$ cat src/rtl/mat_job_arbiter.sv
// mat_job_arbiter: two-requester job arbiter in front of a single matrix
// accumulation engine. Grants one job at a time, issues it to the engine,
// supervises it with a RUN timeout and reports completion or timeout back to
// the owning requester. All outputs are decoded from registered state only.
module mat_job_arbiter #(
  parameter int ADDR_W      = 8,
  parameter int TIMEOUT_CYC = 1023
) (
  input  logic              clk,
  input  logic              rst,
  input  logic              req0,
  input  logic              req1,
  input  logic [ADDR_W-1:0] base0,
  input  logic [ADDR_W-1:0] base1,
  input  logic              eng_ready,
  input  logic              eng_done,
  output logic              eng_start,
  output logic [ADDR_W-1:0] eng_base,
  output logic              gnt0,
  output logic              gnt1,
  output logic              done0,
  output logic              done1,
  output logic              err0,
  output logic              err1,
  output logic              busy,
  output logic [7:0]        job_count
);

  typedef enum logic [1:0] {
    IDLE     = 2'd0,
    ISSUE    = 2'd1,
    RUN      = 2'd2,
    COMPLETE = 2'd3
  } state_t;

  // Timer value on the last RUN cycle a job is allowed before it is aborted.
  localparam logic [9:0] TIMER_LAST = 10'(TIMEOUT_CYC - 1);

  state_t              state_reg, state_next;
  logic                gnt_idx_reg, gnt_idx_next;
  logic                last_gnt_reg, last_gnt_next;
  logic                status_ok_reg, status_ok_next;
  logic [9:0]          timer_reg, timer_next;
  logic [7:0]          job_count_reg, job_count_next;
  logic [ADDR_W-1:0]   eng_base_reg, eng_base_next;

  logic                req_granted;
  logic                winner;
  logic [1:0]          gnt_vec;
  logic [1:0]          done_vec;
  logic [1:0]          err_vec;

  // Request line of the requester currently holding the grant.
  assign req_granted = gnt_idx_reg ? req1 : req0;

  // Winner selection in IDLE: a lone requester wins, a tie goes to the
  // requester that was not served last.
  assign winner = (req0 && req1) ? ~last_gnt_reg : req1;

  // State register; reset abandons any job in flight without reporting it.
  always_ff @(posedge clk or negedge rst) begin
    if (!rst) begin
      state_reg     <= IDLE;
      gnt_idx_reg   <= 1'b0;
      last_gnt_reg  <= 1'b1;
      status_ok_reg <= 1'b0;
      timer_reg     <= 10'd0;
      job_count_reg <= 8'd0;
      eng_base_reg  <= '0;
    end else begin
      state_reg     <= state_next;
      gnt_idx_reg   <= gnt_idx_next;
      last_gnt_reg  <= last_gnt_next;
      status_ok_reg <= status_ok_next;
      timer_reg     <= timer_next;
      job_count_reg <= job_count_next;
      eng_base_reg  <= eng_base_next;
    end
  end

  // Next-state logic: arbitration, issue handshake, RUN supervision and
  // completion bookkeeping.
  always_comb begin
    state_next     = state_reg;
    gnt_idx_next   = gnt_idx_reg;
    last_gnt_next  = last_gnt_reg;
    status_ok_next = status_ok_reg;
    timer_next     = timer_reg;
    job_count_next = job_count_reg;
    eng_base_next  = eng_base_reg;

    case (state_reg)
      IDLE: begin
        if (req0 || req1) begin
          gnt_idx_next  = winner;
          eng_base_next = winner ? base1 : base0;
          state_next    = ISSUE;
        end
      end

      ISSUE: begin
        // Acceptance wins over a withdrawal seen on the same edge; a
        // withdrawal leaves last_gnt alone so fairness is not disturbed.
        if (eng_ready) begin
          timer_next = 10'd0;
          state_next = RUN;
        end else if (!req_granted) begin
          state_next = IDLE;
        end
      end

      RUN: begin
        // Requests are deliberately ignored here: once the engine owns the
        // job it runs to completion or timeout.
        if (eng_done) begin
          status_ok_next = 1'b1;
          job_count_next = (job_count_reg == 8'hFF) ? 8'hFF : job_count_reg + 8'd1;
          state_next     = COMPLETE;
        end else if (timer_reg == TIMER_LAST) begin
          status_ok_next = 1'b0;
          state_next     = COMPLETE;
        end else begin
          timer_next = timer_reg + 10'd1;
        end
      end

      COMPLETE: begin
        last_gnt_next = gnt_idx_reg;
        state_next    = IDLE;
      end

      default: begin
        state_next = IDLE;
      end
    endcase
  end

  // Per-requester grant and status pulses decoded from registered state.
  generate
    for (genvar gi = 0; gi < 2; gi++) begin : g_req
      assign gnt_vec[gi]  = (state_reg != IDLE) && (gnt_idx_reg == 1'(gi));
      assign done_vec[gi] = (state_reg == COMPLETE) && status_ok_reg && (gnt_idx_reg == 1'(gi));
      assign err_vec[gi]  = (state_reg == COMPLETE) && !status_ok_reg && (gnt_idx_reg == 1'(gi));
    end
  endgenerate

  assign gnt0      = gnt_vec[0];
  assign gnt1      = gnt_vec[1];
  assign done0     = done_vec[0];
  assign done1     = done_vec[1];
  assign err0      = err_vec[0];
  assign err1      = err_vec[1];
  assign eng_start = (state_reg == ISSUE);
  assign busy      = (state_reg != IDLE);
  assign eng_base  = eng_base_reg;
  assign job_count = job_count_reg;

endmodule
$ cat config.mk
export PLATFORM = sky130hd
export DESIGN_NAME = mat_job_arbiter
export DESIGN_NICKNAME = d
export VERILOG_FILES = /design/src/rtl/mat_job_arbiter.sv
export SDC_FILE = /design/constraint.sdc
export NUM_CORES = 1
export LEC_CHECK = 0
export BUFFER_PORTS_ARGS = -buffer_cell sky130_fd_sc_hd__buf_4
export CORE_UTILIZATION = 45
export DETAILED_ROUTE_END_ITERATION = 10
export PLACE_DENSITY = 0.72
export REMOVE_ABC_BUFFERS = 1
export SYNTH_ARGS = -nofsm -noshare
export SYNTH_HDL_FRONTEND = slang
export SYNTH_SLANG_ARGS = --single-unit
$ cat constraint.sdc
create_clock -name clk -period 1.9 [get_ports clk]
set_input_delay 0.475 -clock clk [delete_from_list [all_inputs] [get_ports clk]]
set_output_delay 0.475 -clock clk [all_outputs]
set_load 0.005 [all_outputs]
Yosys cells after proc, flatten, opt, wreduce, memory -nomap -nowiden --
Index checks and enable logic that the tools add are counted. W data, S select, Z words.
Cells by class: muxes and demuxes 16, bitwise gates (word level) 2, reduce and logical (&&, ||, !) cells 20, $add $sub $neg 2, equal/unequal tests 11
Operator list (count):
- $mux W10 | 3
- $pmux W10 S2 | 1
- $mux W8 | 2
- $add A10 B1 Y10 const B | 1
- $eq A10 B10 Y1 const B | 1
- $mux W2 | 5
- $logic_and A1 B1 Y1 | 9
- $add A8 B1 Y8 const B | 1
- $eq A8 B8 Y1 const B | 1
- $ne A2 B2 Y1 const B | 4
- $pmux W2 S4 | 1
- $ne A3 B3 Y1 const B | 2
- $reduce_and A2 Y1 | 3
- $reduce_bool A2 Y1 | 3
- $eq A2 B2 Y1 const B | 2
- $mux W1 | 4
- $reduce_and A4 Y1 | 1
- $reduce_and A3 Y1 | 1
- $eq A2 B1 Y1 const B | 1
- $logic_not A2 Y1 | 1
- $not A1 Y1 | 2
- $logic_not A1 Y1 | 1
- $logic_or A1 B1 Y1 | 1
Word-level totals: bits of input ports 22, register bits after elaboration 31, logic and storage cells 58, output and inout bits 24

Longest topological paths before layout --
Gate-level depths: netlist (run 1).
word-level depth 4, gate-level depth with buffers 7, mapped depth without buffers 6

Worst setup path after synthesis (run 1) --
Ideal clock, no wire load.
path kind flip-flop to flip-flop, from register timer_reg[0], to register timer_reg[2], arrival 1507 ps, slack 293 ps, path buffers 1, stages on the path, launching flop included 8, clock period less this slack 1607 ps, required time 1801 ps, library setup time 99 ps, cells stage by stage dfrtp_1 -> inv_1 -> ha_1 -> nand3_1 -> or2_2 -> clkbuf_1 -> o21a_1 -> a311oi_1
Between the ends: cells in the longest elaborated chain, start to end 4, elaborated cells on any way between the ends 7, classes of those cells add/sub (1); eq/ne (2); mux (3); reduce/logical (1)
Ends and longest elaborated chain:
- start, declared | RTL line 43 | logic [9:0] timer_reg, timer_next;
- start signal, assigned | RTL line 75 | timer_reg <= timer_next;
- $add A10 B1 Y10 | RTL line 123 | timer_next = timer_reg + 10'd1;
- $mux W10 | RTL line 119 | end else if (timer_reg == TIMER_LAST) begin
- $mux W10 | RTL line 115 | if (eng_done) begin
- $pmux W10 S2 | RTL line 92 | case (state_reg)
Parallel ways exist; a longest one is shown, timed or not. The select of a mux whose other input is x is not followed. A chain may end at the register's enable or synchronous reset.

==> run summary, run 1 <==
The run finished with clean final reports. After detailed routing, the total wire length is 3.32 mm. The number of antenna repair diodes is 0.

The mean post-synth cell area came out at 9.70 sq um. The synthesized flop and latch total came out at 31. The number of warnings issued by yosys came out at 0. For the pin with the worst max-slew slack, the measured transition is 0.408 ns.

The proportion of layout cells with a drive suffix above 1 is 30.6%. The portion of synthesized cell area occupied by the leading cell type is 47.5%. For this configuration, the core starts out at a cell density of 47.0%. The number of buffers on the longest clock path came out at 2. After detailed routing, the number of vias per cell comes to 5.32. Buffers added to address setup during post-CTS repair amount to 0.

The post-synthesis instance area is 1580 sq um. The via count came out at 1395. The startpoint kind of the worst setup timing path is a register. Setup repair after global routing left no endpoint under its margin. Gates resized during post-CTS repair numbered 0.

After detailed routing, the average wire length per cell comes to 12.7 um. The TritonCTS buffer count is 5. The peak per-stage delay on the critical path is 0.47 ns. Data on the critical path arrives at its endpoint at 1.27 ns. The final max-slew violation count came out at 0. The library cell contributing the largest single delay on the critical path is sky130_fd_sc_hd__dfrtp_1. The first global-routing pass estimated 5.59 mm of wire. The number of detailed-routing iterations run before antenna repair came out at 5.

The overall die height is 61.3 um. The setup check on the worst reg-to-reg path leaves a slack of 0.22 ns. The leakage power came out at 1.01 nW. At the end of the flow the core is filled with cells to 61.8%. For this design the ratio of total power to cell area is 1220 nW/um^2.

After clock tree synthesis, the clock-pin slew on the worst setup and hold paths is 0.10 ns. The count of endpoints failing setup in the final report is 0. For this run, asynchronously set or reset flops after synthesis account for 100%. The sequential share of the synthesized area came out at 49.1%. The level count of the clock H-tree came out at 2.

The required time of the critical path came out at 1.42 ns. The half-perimeter wire length of the detailed placement result is 2.54 mm. The largest fanout of any net on the critical path came out at 8. The sum of negative setup slack is 0 ns. From synthesis to final layout, the design area changed by 31.5%. The number of antenna violations at the first check in global routing came out at 0.

The clock tree from TritonCTS is done. The number of rows created at floorplan came out at 21. The die is 61.3 um wide.

The achievable clock frequency is 0.573 GHz. The most used flip-flop cell after synthesis is sky130_fd_sc_hd__dfrtp_1. The number of placed I/O pins is 46. The number of nets in the layout is 240. The setup skew after layout came out at 0.00866 ns. The number of design rule violations left after detail routing came out at 0.

The signal on the critical path passes through nor2_1 > nor2b_1 > buf_4. The tool flagged a number of max-cap violations equal to 0. The number of hold buffers added after CTS came out at 0.

The register with the most flip-flops in the layout has 10 of them. Counting I/O delays and the setup requirement, the final critical path takes 1.75 ns. The worst hold path belongs to the class in -> async.

The final hold violation count came out at 0. The source-to-sink clock delay at the later pin of the worst-skew pair came out at 0.33 ns. The most common cell in the synthesized netlist is sky130_fd_sc_hd__dfrtp_1. Among cell families on the critical path, the largest total delay comes from flip-flops. Once detail routing completed, the nets flagged for antenna violations numbered 0. By area the synthesized netlist is led by sky130_fd_sc_hd__dfrtp_1 47%, sky130_fd_sc_hd__mux2i_1 8.2%, sky130_fd_sc_hd__a21oi_1 5.1%, sky130_fd_sc_hd__nand2_1 4.0%, sky130_fd_sc_hd__nor2_1 3.8%. The tightest slew margin relative to the limit is 72.7%. The quantity of I/O buffers inserted on ports is 45. The biggest area contributor in the post-synthesis netlist is sky130_fd_sc_hd__dfrtp_1. The worst setup path is of the reg -> out kind. Across the VDD grid, the largest voltage drop is 0.000644 V.

The share of the cycle needed by the critical path after routing came out at 91.9%. The overall track demand over capacity in global routing came out at 20.5%. The overflow left after global routing is 0. The number of standard cells after synthesis is 163. The critical path buffer and inverter count came out at 1.

In this run, the number of DRC markers left after iteration 0 of detailed routing was 59. In this run the standard cell core region covers 3360 sq um. The pin count of the biggest net entering global routing came out at 32.

At the end of routability-driven placement, the weighted congestion stood at 0.849. The number of enable-type register cells in the synthesized netlist came out at 0. STA classifies the critical path endpoint as a primary output. After synthesis, the most frequently instantiated cells are 30 x sky130_fd_sc_hd__dfrtp_1, 17 x sky130_fd_sc_hd__nand2_1, 16 x sky130_fd_sc_hd__a21oi_1, 16 x sky130_fd_sc_hd__nor2_1, 13 x sky130_fd_sc_hd__mux2i_1. The number of global-route vias before repair came out at 1344. The number of different library cells in the post-synthesis netlist came out at 40.

The TritonCTS sink count is 31. The die area came out at 3760 sq um. Clock tree synthesis selected as its root buffer the cell sky130_fd_sc_hd__clkbuf_4.
power breakdown:
group	leakage, nW	total, mW	switching [mW]	internal [mW]
combinational	0.574	0.933	0.423	0.510
clock	0.0482	0.537	0.226	0.311
sequential	0.384	1.07	0.214	0.860
stage by stage:
step | power, mW | hold slack (ns) | instance area, sq um | setup slack, ns | instances
2_1_floorplan | 1.51 | 0.179 | 1560 | 0.0000171 | 158
3_3_place_gp | 1.99 | 0.426 | 1990 | 0.272 | 254
3_5_place_dp | 2.03 | 0.435 | 1990 | 0.203 | 254
4_1_cts | 2.57 | 0.0665 | 2080 | 0.141 | 262
5_1_grt | 2.75 | 0.0713 | 2080 | 0.0315 | 262
6_report | 2.54 | 0.0554 | 2080 | 0.154 | 262
layout make-up:
cell class | instances | area (sq um)
clock inverter | 2 | 35.0
multi-input combinational | 122 | 764
fill | 303 | 1280
timing repair buffer | 50 | 375
sequential | 31 | 777
clock buffer | 6 | 51.3
inverter | 5 | 18.8
tap | 46 | 57.6
path summary, 6_finish.rpt:
check,start,to,cells past startpoint
max,register,gnt1,3
min,rst,timer_reg[8],1
min in group clk,eng_ready,state_reg[0],3
min reg2reg,last_gnt_reg,last_gnt_reg,2
max in group asynchronous,rst,last_gnt_reg,1
max reg2reg,timer_reg[0],timer_reg[0],6
per-layer routing:
layer	up-vias	track usage (%)	wire, um
li1	691	-	-
met2	40	36.8	1750
met4	0	8.77	40
met3	5	5.25	156
met1	659	22.8	1380
met5	-	0	0
cells by family after synthesis:
logic type,share of synthesized area [%]
multiplexers,11.1
buffers and inverters,2.53
flip-flops,49.1
adder cells (fa/ha/maj),2.37
AO/OA/AOI/OAI,12.7
XOR/XNOR,0.554
AND/OR/NAND/NOR,21.7
cell usage in the layout (no fill, tap or decap), drive strengths merged, types with 2 or more instances in the layout:
cell,count
a21oi,16
and2,2
and3,4
buf,50
clkbuf,6
dfrtp,30
ha,3
inv,5
mux2,4
mux2i,13
nand2,17
nand3,6
nand4,4
nor2,16
nor2b,2
nor3,5
nor4,2
o21a,3
o21ai,4
o31ai,2
or2,2
or3,2
(Power assumes the default switching activity.)
==> run 2: changes to the inputs <==
--- a/config.mk
+++ b/config.mk
@@ -5,10 +5,10 @@
 export SDC_FILE = /design/constraint.sdc
 export NUM_CORES = 1
 export LEC_CHECK = 0
-export BUFFER_PORTS_ARGS = -buffer_cell sky130_fd_sc_hd__buf_4
-export CORE_UTILIZATION = 45
+export CORE_UTILIZATION = 35
 export DETAILED_ROUTE_END_ITERATION = 10
-export PLACE_DENSITY = 0.72
+export DONT_BUFFER_PORTS = 1
+export PLACE_DENSITY = 0.5
 export REMOVE_ABC_BUFFERS = 1
 export SYNTH_ARGS = -nofsm -noshare
 export SYNTH_HDL_FRONTEND = slang
==> run 2 against run 1 <==
  * Clock skew fell by 0.0055 ns
  * Critical path type is now reg -> reg
  * Highest routed layer unchanged
  * Fmax rose by 6.2%
  * Sequential share of layout area up 5.8 points
  * Critical endpoint is now timer_reg[2]
==> run summary, run 2 (same netlist as run 1, synthesis figures left out) <==
In this run the power spent charging and discharging nets is 0.814 mW. The number of detailed-routing iterations run before antenna repair came out at 4. The post-route standard cell area excluding fillers came out at 1800 sq um. The initial DRC count came out at 83. At the later pin of the worst-skew pair, clock insertion delay measures 0.28 ns. Dividing the detail-routed wire length by the instance count gives 14.6 um. The overall track demand over capacity in global routing came out at 15.2%. The die extent in x is 69.2 um. The die is 69.2 um tall. After detailed routing, the number of remaining DRC violations is 0.

The sum of negative setup slack came out at 0 ns. The tree is rooted in a sky130_fd_sc_hd__clkbuf_8. The total routed wirelength is 3.27 mm.

The number of fill cells in the layout came out at 406. The peak per-stage delay on the critical path is 0.43 ns. Clock-pin slew was measured on the worst setup and hold paths at 0.06 ns. Setup repair after global routing left no endpoint under its margin. The startpoint identified for the worst register-to-register timing path is timer_reg[0].

Of the available clock period, the critical path in the final layout requires 86.6%. Clock skew on the completed layout was measured at 0.00311 ns. The routability congestion estimate is 0.759. Along the worst path, the maximum fanout reaches 7.

The power per cell area is 1310 nW/um^2. The cell count after placement is 215. The path class of the tightest hold or removal check is in -> async. The share of total power dissipated in the clock network is 28.3%.

Of the cells placed in the final design, the portion with a size suffix greater than 1 is 12.8%. The critical path buffer and inverter count came out at 1. The leakage power came out at 0.808 nW. Leaving out fill and tap cells, the most frequent cell in the layout is sky130_fd_sc_hd__dfrtp_1. The library cell contributing the largest single delay on the critical path is sky130_fd_sc_hd__dfrtp_1. The placed instance area is 1660 sq um.

TritonCTS created 5 clock buffers. The number of gates resized after CTS is 0. After clock tree synthesis, the setup repair step added 0 buffers. The detailed router put a total of 1.45 mm of wire on met1. The achievable clock frequency is 0.608 GHz.

The number of placed I/O pins is 46. Traced cell by cell, the critical path runs through inv_1 > ha_1 > nand3_1 > or2_2 > o21a_1 > a311oi_1. The number of maximum-capacitance violations came out at 0. The number of nets in the layout is 196. The internal power came out at 1.55 mW. The run finished with clean final reports. The post-layout worst setup margin came out at 0.255 ns. The average vias per placed instance is 5.38. The non-filler instance count after layout came out at 224. The half-perimeter wire length of the detailed placement result is 2.44 mm. Per report_power, the combinational group accounts for 24.9% of the total. Of the total power, the share spent switching nets is 34.4%. The worst setup path is captured at a register. The post-route antenna net violation count came out at 0. The quantity of I/O buffers inserted on ports came out at 0.

Hold is met by 0.00857 ns. The core outline area came out at 4350 sq um. Wire segments on met3 add up to 208 um in the final route.

The pre-CTS setup slack came out at 0.264 ns. The initial cell density of the core is 36.3%. For the worst setup path, the data required time is 2.08 ns. The pin count of the biggest net entering global routing is 31. The number of antenna repair diodes came out at 0. TritonCTS built the clock tree. After global routing the overflow that remains totals 0. The final hold violation count came out at 0. After layout, the minimum clock period comes to 1.64 ns. The number of hold buffers added after CTS is 1. The first global-routing pass estimated 5.82 mm of wire. The most critical setup path has its startpoint at timer_reg[0]. The number of antenna violations at the first check in global routing is 0. The number of global-route vias before repair is 1263. The via count came out at 1204.

In this run the top signal layer used is met4. The critical path arrival is 1.83 ns. The die area came out at 4790 sq um. Across the VDD grid, the largest voltage drop is 0.000622 V.

The level count of the clock H-tree came out at 2. The final max-slew violation count was 0. The register with the most flip-flops in the layout has 10 of them.

After detailed routing, the met2 layer carries 1.59 mm of wire. Leaving out fill and tap cells, the most frequent cells in the layout are 30 x sky130_fd_sc_hd__dfrtp_1, 17 x sky130_fd_sc_hd__nand2_1, 16 x sky130_fd_sc_hd__nor2_1, 16 x sky130_fd_sc_hd__a21oi_1, 13 x sky130_fd_sc_hd__mux2i_1. The number of buffers on the longest clock path is 2. Row generation in the floorplan step produced 24 rows. The kind of cell adding the most delay to the critical path is compound AO/OA/AOI/OAI gates.

Sequential cells burn 46.8% of the power. The setup path with the least slack is of type reg -> reg. At the pin with the least slew margin, the transition time is 0.451 ns. The area growth from synthesis to layout came out at 13.8%. STA classifies the critical path startpoint as a register.

In this run the tightest slew margin relative to its limit is 69.8%. The count of endpoints failing setup in the final report is 0. The TritonCTS sink count is 31.
[run 2: worst paths after layout]
check,end,slack [ns],cells past startpoint
min,gnt_idx_reg,0.009,1
max,timer_reg[2],0.26,6
min reg2reg,last_gnt_reg,0.46,2
max in group asynchronous,timer_reg[9],1.73,1
max reg2reg,timer_reg[2],0.26,6
min in group clk,state_reg[0],0.38,2
[run 2: stage by stage]
step	util [%]	power [mW]
2_1_floorplan	-	1.51
5_1_grt	41.4	2.56
4_1_cts	41.4	2.40
6_report	41.4	2.36
3_5_place_dp	38.2	1.70
3_3_place_gp	38.2	1.67
[run 2: per-layer routing]
metal	GRT usage, %	vias up
li1	-	600
met1	18.6	569
met2	23.9	33
met3	6.10	2
met4	5.67	0
met5	0	-
[run 2: final cells by class]
class	instances	area, sq um	area share [%]
clock buffers	6	82.6	4.59
multi-input cells	122	764	42.5
clock inverters	2	35.0	1.95
repair buffers	6	57.6	3.20
inverters	5	18.8	1.04
well taps	52	65.1	3.61
flip-flops and latches	31	777	43.2
[run 2: power by group through the flow]
stage / Sequential (mW) / Combinational [mW] / Clock, mW
floorplan: 1.05 / 0.463 / 0
global placement: 1.11 / 0.559 / 0
detailed placement: 1.12 / 0.581 / 0
CTS: 1.11 / 0.599 / 0.691
global route: 1.14 / 0.690 / 0.721
finish: 1.11 / 0.588 / 0.669
